$ cat src/rtl/bitvault_arbiter_if.sv
// Purpose : signal bundle between the two requesters (A, B), the arbiter and
//           the single-port bitvault_regfile.
// Ports   : a_*/b_*  per-requester request (req/we/addr/wdata) and response
//                    (gnt/rvalid/rdata)
//           rf_*     regfile port (we/addr/wdata out of arbiter, rdata back)
// Modports: slave  = arbiter side
//           master = environment side (requesters + regfile)
interface bitvault_arbiter_if #(
   parameter int DATA_W = 8,
   parameter int ADDR_W = 2
);
   logic              a_req;
   logic              a_we;
   logic [ADDR_W-1:0] a_addr;
   logic [DATA_W-1:0] a_wdata;
   logic              a_gnt;
   logic              a_rvalid;
   logic [DATA_W-1:0] a_rdata;

   logic              b_req;
   logic              b_we;
   logic [ADDR_W-1:0] b_addr;
   logic [DATA_W-1:0] b_wdata;
   logic              b_gnt;
   logic              b_rvalid;
   logic [DATA_W-1:0] b_rdata;

   logic              rf_we;
   logic [ADDR_W-1:0] rf_addr;
   logic [DATA_W-1:0] rf_wdata;
   logic [DATA_W-1:0] rf_rdata;

   modport slave (
      input  a_req, a_we, a_addr, a_wdata,
      output a_gnt, a_rvalid, a_rdata,
      input  b_req, b_we, b_addr, b_wdata,
      output b_gnt, b_rvalid, b_rdata,
      output rf_we, rf_addr, rf_wdata,
      input  rf_rdata
   );

   modport master (
      output a_req, a_we, a_addr, a_wdata,
      input  a_gnt, a_rvalid, a_rdata,
      output b_req, b_we, b_addr, b_wdata,
      input  b_gnt, b_rvalid, b_rdata,
      input  rf_we, rf_addr, rf_wdata,
      output rf_rdata
   );
endinterface

$ cat src/rtl/bitvault_arbiter.sv
// Purpose : two-port round-robin arbiter/sequencer for a single-port 4x8
//           regfile. Each requester issues single-word read/write ops; the
//           winner is latched in IDLE/SERVE and presented to the regfile for
//           one cycle (gnt pulse). Read data is captured at the end of the
//           SERVE cycle and returned with a one-cycle rvalid pulse.
// Ports   : clk    system clock, rising edge
//           rst_n  asynchronous active-low reset
//           bus    bitvault_arbiter_if.slave (requesters A/B + regfile port)
module bitvault_arbiter #(
   parameter int DATA_W = 8,
   parameter int ADDR_W = 2
) (
   input  logic                clk,
   input  logic                rst_n,
   bitvault_arbiter_if.slave   bus
);

   typedef enum logic {ST_IDLE, ST_SERVE} state_t;
   typedef enum logic {PORT_A, PORT_B}    port_t;

   state_t            r_state;
   port_t             r_id;
   port_t             r_rr_last;
   logic              r_we;
   logic [ADDR_W-1:0] r_addr;
   logic [DATA_W-1:0] r_wdata;
   logic              r_a_rvalid;
   logic              r_b_rvalid;
   logic [DATA_W-1:0] r_a_rdata;
   logic [DATA_W-1:0] r_b_rdata;

   logic w_serving;
   logic w_a_elig;
   logic w_b_elig;
   logic w_any;
   logic w_pick_b;

   assign w_serving = (r_state == ST_SERVE);

   // The port being served this cycle has already been granted, so its req
   // is ignored; this lets the other port win back-to-back.
   assign w_a_elig = bus.a_req && !(w_serving && (r_id == PORT_A));
   assign w_b_elig = bus.b_req && !(w_serving && (r_id == PORT_B));
   assign w_any    = w_a_elig || w_b_elig;

   always_comb begin
      w_pick_b = 1'b0;
      if (w_a_elig && w_b_elig)
         w_pick_b = (r_rr_last == PORT_A);
      else
         w_pick_b = w_b_elig;
   end

   always_ff @(posedge clk or negedge rst_n) begin
      if (!rst_n) begin
         r_state    <= ST_IDLE;
         r_id       <= PORT_A;
         r_rr_last  <= PORT_B;
         r_we       <= 1'b0;
         r_addr     <= '0;
         r_wdata    <= '0;
         r_a_rvalid <= 1'b0;
         r_b_rvalid <= 1'b0;
         r_a_rdata  <= '0;
         r_b_rdata  <= '0;
      end else begin
         r_a_rvalid <= w_serving && !r_we && (r_id == PORT_A);
         r_b_rvalid <= w_serving && !r_we && (r_id == PORT_B);
         if (w_serving && !r_we) begin
            if (r_id == PORT_A)
               r_a_rdata <= bus.rf_rdata;
            else
               r_b_rdata <= bus.rf_rdata;
         end

         if (w_any) begin
            r_state   <= ST_SERVE;
            r_id      <= w_pick_b ? PORT_B : PORT_A;
            r_rr_last <= w_pick_b ? PORT_B : PORT_A;
            r_we      <= w_pick_b ? bus.b_we    : bus.a_we;
            r_addr    <= w_pick_b ? bus.b_addr  : bus.a_addr;
            r_wdata   <= w_pick_b ? bus.b_wdata : bus.a_wdata;
         end else begin
            r_state   <= ST_IDLE;
         end
      end
   end

   // Strobes are decoded from the (asynchronously reset) state register so
   // they drop the instant rst_n falls, not at the next edge.
   assign bus.rf_we    = w_serving && r_we;
   assign bus.rf_addr  = r_addr;
   assign bus.rf_wdata = r_wdata;
   assign bus.a_gnt    = w_serving && (r_id == PORT_A);
   assign bus.b_gnt    = w_serving && (r_id == PORT_B);
   assign bus.a_rvalid = r_a_rvalid;
   assign bus.b_rvalid = r_b_rvalid;
   assign bus.a_rdata  = r_a_rdata;
   assign bus.b_rdata  = r_b_rdata;

endmodule
$ cat src/flat_wrapper.sv
// flat-port wrapper written by rule: the top's interface ports become plain ports
module bitvault_arbiter_flat 
#(
   parameter int DATA_W = 8,
   parameter int ADDR_W = 2
)
  (clk, rst_n, bus_a_req, bus_a_we, bus_a_addr, bus_a_wdata, bus_a_gnt, bus_a_rvalid, bus_a_rdata, bus_b_req, bus_b_we, bus_b_addr, bus_b_wdata, bus_b_gnt, bus_b_rvalid, bus_b_rdata, bus_rf_we, bus_rf_addr, bus_rf_wdata, bus_rf_rdata);
  bitvault_arbiter_if #(.DATA_W(DATA_W), .ADDR_W(ADDR_W)) bus_i ();
  input  logic clk;
  input  logic rst_n;
  input wire logic [$bits(bus_i.a_req)-1:0] bus_a_req;
  input wire logic [$bits(bus_i.a_we)-1:0] bus_a_we;
  input wire logic [$bits(bus_i.a_addr)-1:0] bus_a_addr;
  input wire logic [$bits(bus_i.a_wdata)-1:0] bus_a_wdata;
  output wire logic [$bits(bus_i.a_gnt)-1:0] bus_a_gnt;
  output wire logic [$bits(bus_i.a_rvalid)-1:0] bus_a_rvalid;
  output wire logic [$bits(bus_i.a_rdata)-1:0] bus_a_rdata;
  input wire logic [$bits(bus_i.b_req)-1:0] bus_b_req;
  input wire logic [$bits(bus_i.b_we)-1:0] bus_b_we;
  input wire logic [$bits(bus_i.b_addr)-1:0] bus_b_addr;
  input wire logic [$bits(bus_i.b_wdata)-1:0] bus_b_wdata;
  output wire logic [$bits(bus_i.b_gnt)-1:0] bus_b_gnt;
  output wire logic [$bits(bus_i.b_rvalid)-1:0] bus_b_rvalid;
  output wire logic [$bits(bus_i.b_rdata)-1:0] bus_b_rdata;
  output wire logic [$bits(bus_i.rf_we)-1:0] bus_rf_we;
  output wire logic [$bits(bus_i.rf_addr)-1:0] bus_rf_addr;
  output wire logic [$bits(bus_i.rf_wdata)-1:0] bus_rf_wdata;
  input wire logic [$bits(bus_i.rf_rdata)-1:0] bus_rf_rdata;
  assign bus_i.a_req = bus_a_req;
  assign bus_i.a_we = bus_a_we;
  assign bus_i.a_addr = bus_a_addr;
  assign bus_i.a_wdata = bus_a_wdata;
  assign bus_a_gnt = bus_i.a_gnt;
  assign bus_a_rvalid = bus_i.a_rvalid;
  assign bus_a_rdata = bus_i.a_rdata;
  assign bus_i.b_req = bus_b_req;
  assign bus_i.b_we = bus_b_we;
  assign bus_i.b_addr = bus_b_addr;
  assign bus_i.b_wdata = bus_b_wdata;
  assign bus_b_gnt = bus_i.b_gnt;
  assign bus_b_rvalid = bus_i.b_rvalid;
  assign bus_b_rdata = bus_i.b_rdata;
  assign bus_rf_we = bus_i.rf_we;
  assign bus_rf_addr = bus_i.rf_addr;
  assign bus_rf_wdata = bus_i.rf_wdata;
  assign bus_i.rf_rdata = bus_rf_rdata;
  bitvault_arbiter #(.DATA_W(DATA_W), .ADDR_W(ADDR_W)) u_core (.clk(clk), .rst_n(rst_n), .bus(bus_i));
endmodule
$ cat config.mk
export PLATFORM = sky130hd
export DESIGN_NAME = bitvault_arbiter_flat
export DESIGN_NICKNAME = d
export VERILOG_FILES = /design/src/rtl/bitvault_arbiter_if.sv /design/src/rtl/bitvault_arbiter.sv /design/src/flat_wrapper.sv
export SDC_FILE = /design/constraint.sdc
export NUM_CORES = 1
export LEC_CHECK = 0
export CAP_MARGIN = 5
export CORE_ASPECT_RATIO = 1.1
export CORE_MARGIN = 2
export CORE_UTILIZATION = 42
export DETAILED_ROUTE_END_ITERATION = 8
export GPL_ROUTABILITY_DRIVEN = 0
export GPL_TIMING_DRIVEN = 0
export HOLD_SLACK_MARGIN = 0.1
export PLACE_DENSITY = 0.83
export SLEW_MARGIN = 20
export SYNTH_ARGS = -nofsm -noshare
export SYNTH_HDL_FRONTEND = slang
export SYNTH_SLANG_ARGS = --single-unit
$ cat constraint.sdc
create_clock -name clk -period 3.7 [get_ports clk]
set_clock_uncertainty 0.15 [all_clocks]
set_input_delay 1.11 -clock clk [delete_from_list [all_inputs] [get_ports clk]]
set_output_delay 1.11 -clock clk [all_outputs]
set_load 0.01 [all_outputs]
==> metrics <==
Setup TNS=0 ns; clock-pin slew on the worst setup and hold paths=approximately 0.10 ns; H-tree depth=2; Slew HR=0.5468; chip width=57.12 microns; largest stage delay on the critical path=approximately 0.53 ns; ranking of synthesized cells by area=dfrtp_1, mux2_2, a221o_1, and2_0, dfstp_2; 1st-pass router iterations=4; Hold Crit Class=flip-flop to flip-flop; CP Cell Sequence=nand2b_2 > inv_1 > clkdlybuf4s50_1; Wirelength per Cell=about 15 microns; area of the multi-input gates=464.2 sq um; CTS tree=built; io pins=65; ys async rst share=1.000; global-route wire length before repair=4.974 mm; largest net degree at the start of global routing=33; synthesis-to-layout area growth=58.16%; run status=finished, final reports clean; 1st-iter DRT viols=13; crit start category=flip-flop; Post-DP HPWL=2.288 mm; CP bufs+invs=2; final hold viol count=0; area of the die=0.003566 sq mm; Final Power=around 0.0014 W; period utilization=0.7732; M3 GR Usage=0.09938; PwrDens=between 600 and 700 mW/mm^2; diode count=0; CTS Hold Bufs=0; Setup Crit Path Kind=flip-flop to output port; Mapped Area=0.001304 sq mm; # rows=21; Top delay family on crit path=buffers and inverters; sequential share of the synthesized area=0.6152; final hold slack=around 0.34 ns; # DRC=0; vias in the first global route=between 1000 and 1500; met2 Use GR=0.3261; final core utilization=0.6884; CP arrival=1.60 ns; busiest metal layer after global routing=met2; Synth cell types=20; CP required=2.44 ns; IO buf count=64; Post-Syn Instances=between 90 and 100; synthesized flop and latch total=32; # nets final=198; Max Cap Violations=0; ys flop type=dfrtp_1; Skew-Pair Late Insertion Delay=0.33 ns; root buffer cell=clkbuf_4; # setup viols final=0; Max VDD drop=~0.48 mV; TritonCTS Buffers=5; top cells by count, synth=dfrtp_1, mux2_2, a221o_1, and2_0; Core Region=0.002995 sq mm; Slowest cell on crit path=clkdlybuf4s50_1; Max Freq=349.5 MHz; share of cells above drive strength 1=0.2242; count leader, synth=dfrtp_1; CTS resizes=0; Leak Pwr=0.8680 nW; All-Layer GR Usage=0.1898; Crit. End Element=output port; Setup Buffers After CTS=0; worst-path maximum fanout=4; initial core utilization=0.4353; CTS Sinks=32; initial antenna violation count=0; post-synth net total=127; post-synth top area cell=dfrtp_1; Post-Route WL=between 2 and 3 mm; crit path time final=2.861 ns; RSZ-0062 raised after global routing=false; met1 Usage GRT=0.1883; actual slew at the worst max-slew pin=just under 0.7 ns; Synth top area share=0.5950; Routed Antenna Nets=0; drt via density=~5.1; CTS Buffer Depth=2; Sequential cell area=about 800 sq um; Max Slew Vio Count=0; yosys warns=0; syn_area_per_cell=14.02 sq um; number of synthesized flops with an enable pin=0; DIE HEIGHT=approximately 62 microns; total gr overflow=0; Vias=1017; Fillers=239
==> per-layer routing <==
layer	vias to the layer above	routed length, microns
li1	477	-
met1	488	1092
met2	48	1506
met3	4	296
met4	0	40
met5	-	0
==> layout by cell type (no fill, tap or decap), types with 2 or more instances in the layout <==
cell / Yosys / final
nand2_1: 3 / 3
buf_4: 2 / 2
and2_2: 2 / 2
a221o_1: 11 / 11
nor2_1: 2 / 2
dfrtp_1: 31 / 31
inv_1: 3 / 3
and2_0: 10 / 10
mux2_2: 16 / 16
clkdlybuf4s50_1: 0 / 63
nor2_2: 2 / 2
clkbuf_4: 0 / 5
o21ai_0: 2 / 2
==> sequential cells by signal (all words and copies together), names as in the netlist <==
register             count
u_core.bus.b_rvalid      1
u_core.bus.b_rdata       8
u_core.r_rr_last         1
u_core.r_we              1
u_core.bus.a_rvalid      1
u_core.r_state           1
u_core.r_id              1
u_core.bus.rf_wdata      8
u_core.bus.rf_addr       2
u_core.bus.a_rdata       8
==> path summary, 6_finish.rpt <==
check	from	end	slack, ns	cells past startpoint
worst min register to register	u_core.r_rr_last	u_core.r_rr_last	0.34	2
min in group asynchronous	rst_n	u_core.bus.rf_wdata[1]	0.65	1
worst max-delay path	u_core.r_id	bus_a_gnt	0.84	3
worst min-delay path	u_core.r_rr_last	u_core.r_rr_last	0.34	2
max in group asynchronous	rst_n	u_core.bus.b_rdata[4]	2.31	1
worst max register to register	u_core.r_id	u_core.bus.a_rdata[7]	2.01	3
==> power by group <==
group	leakage (nW)	internal (W)	switching [W]
Combinational	0.446	0.000356	0.000198
Clock	0.0412	0.000141	0.000122
Sequential	0.381	0.000480	0.0000767
==> cells by family (layout without fill, tap and decap cells) <==
| kind of cell | Yosys count | after routing | share of synthesized area |
|---|---|---|---|
| AO/OA/AOI/OAI | 16 | 16 | 0.1084 |
| multiplexers | 16 | 16 | 0.1382 |
| flip-flops | 32 | 32 | 0.6152 |
| buffers and inverters | 6 | 78 | 0.02879 |
| AND/OR/NAND/NOR | 23 | 23 | 0.1094 |
==> area by class of cell <==
class | instances | share of cell area
sequential | 32 | 0.3890
timing repair buffer | 64 | 0.3083
multi-input combinational | 55 | 0.2251
clock inverter | 3 | 0.02063
tap | 34 | 0.02063
clock buffer | 5 | 0.01820
buffer | 3 | 0.01274
inverter | 3 | 0.005461
==> per-stage QoR <==
step           setup slack (ns)  instances  area [sq um]
2_1_floorplan             1.587         93          1304
3_3_place_gp             0.8601        191          1987
3_5_place_dp             0.8888        191          1982
4_1_cts                  0.8187        199          2062
5_1_grt                  0.7694        199          2062
6_report                 0.8392        199          2062
==> worst register-to-register path: stages (launching register included) <==
cell and delay [ns]:
dfrtp_1 0.42, nand2b_2 0.23, nor2_2 0.39, mux2_2 0.40
Power figures use the tool's default switching activity.
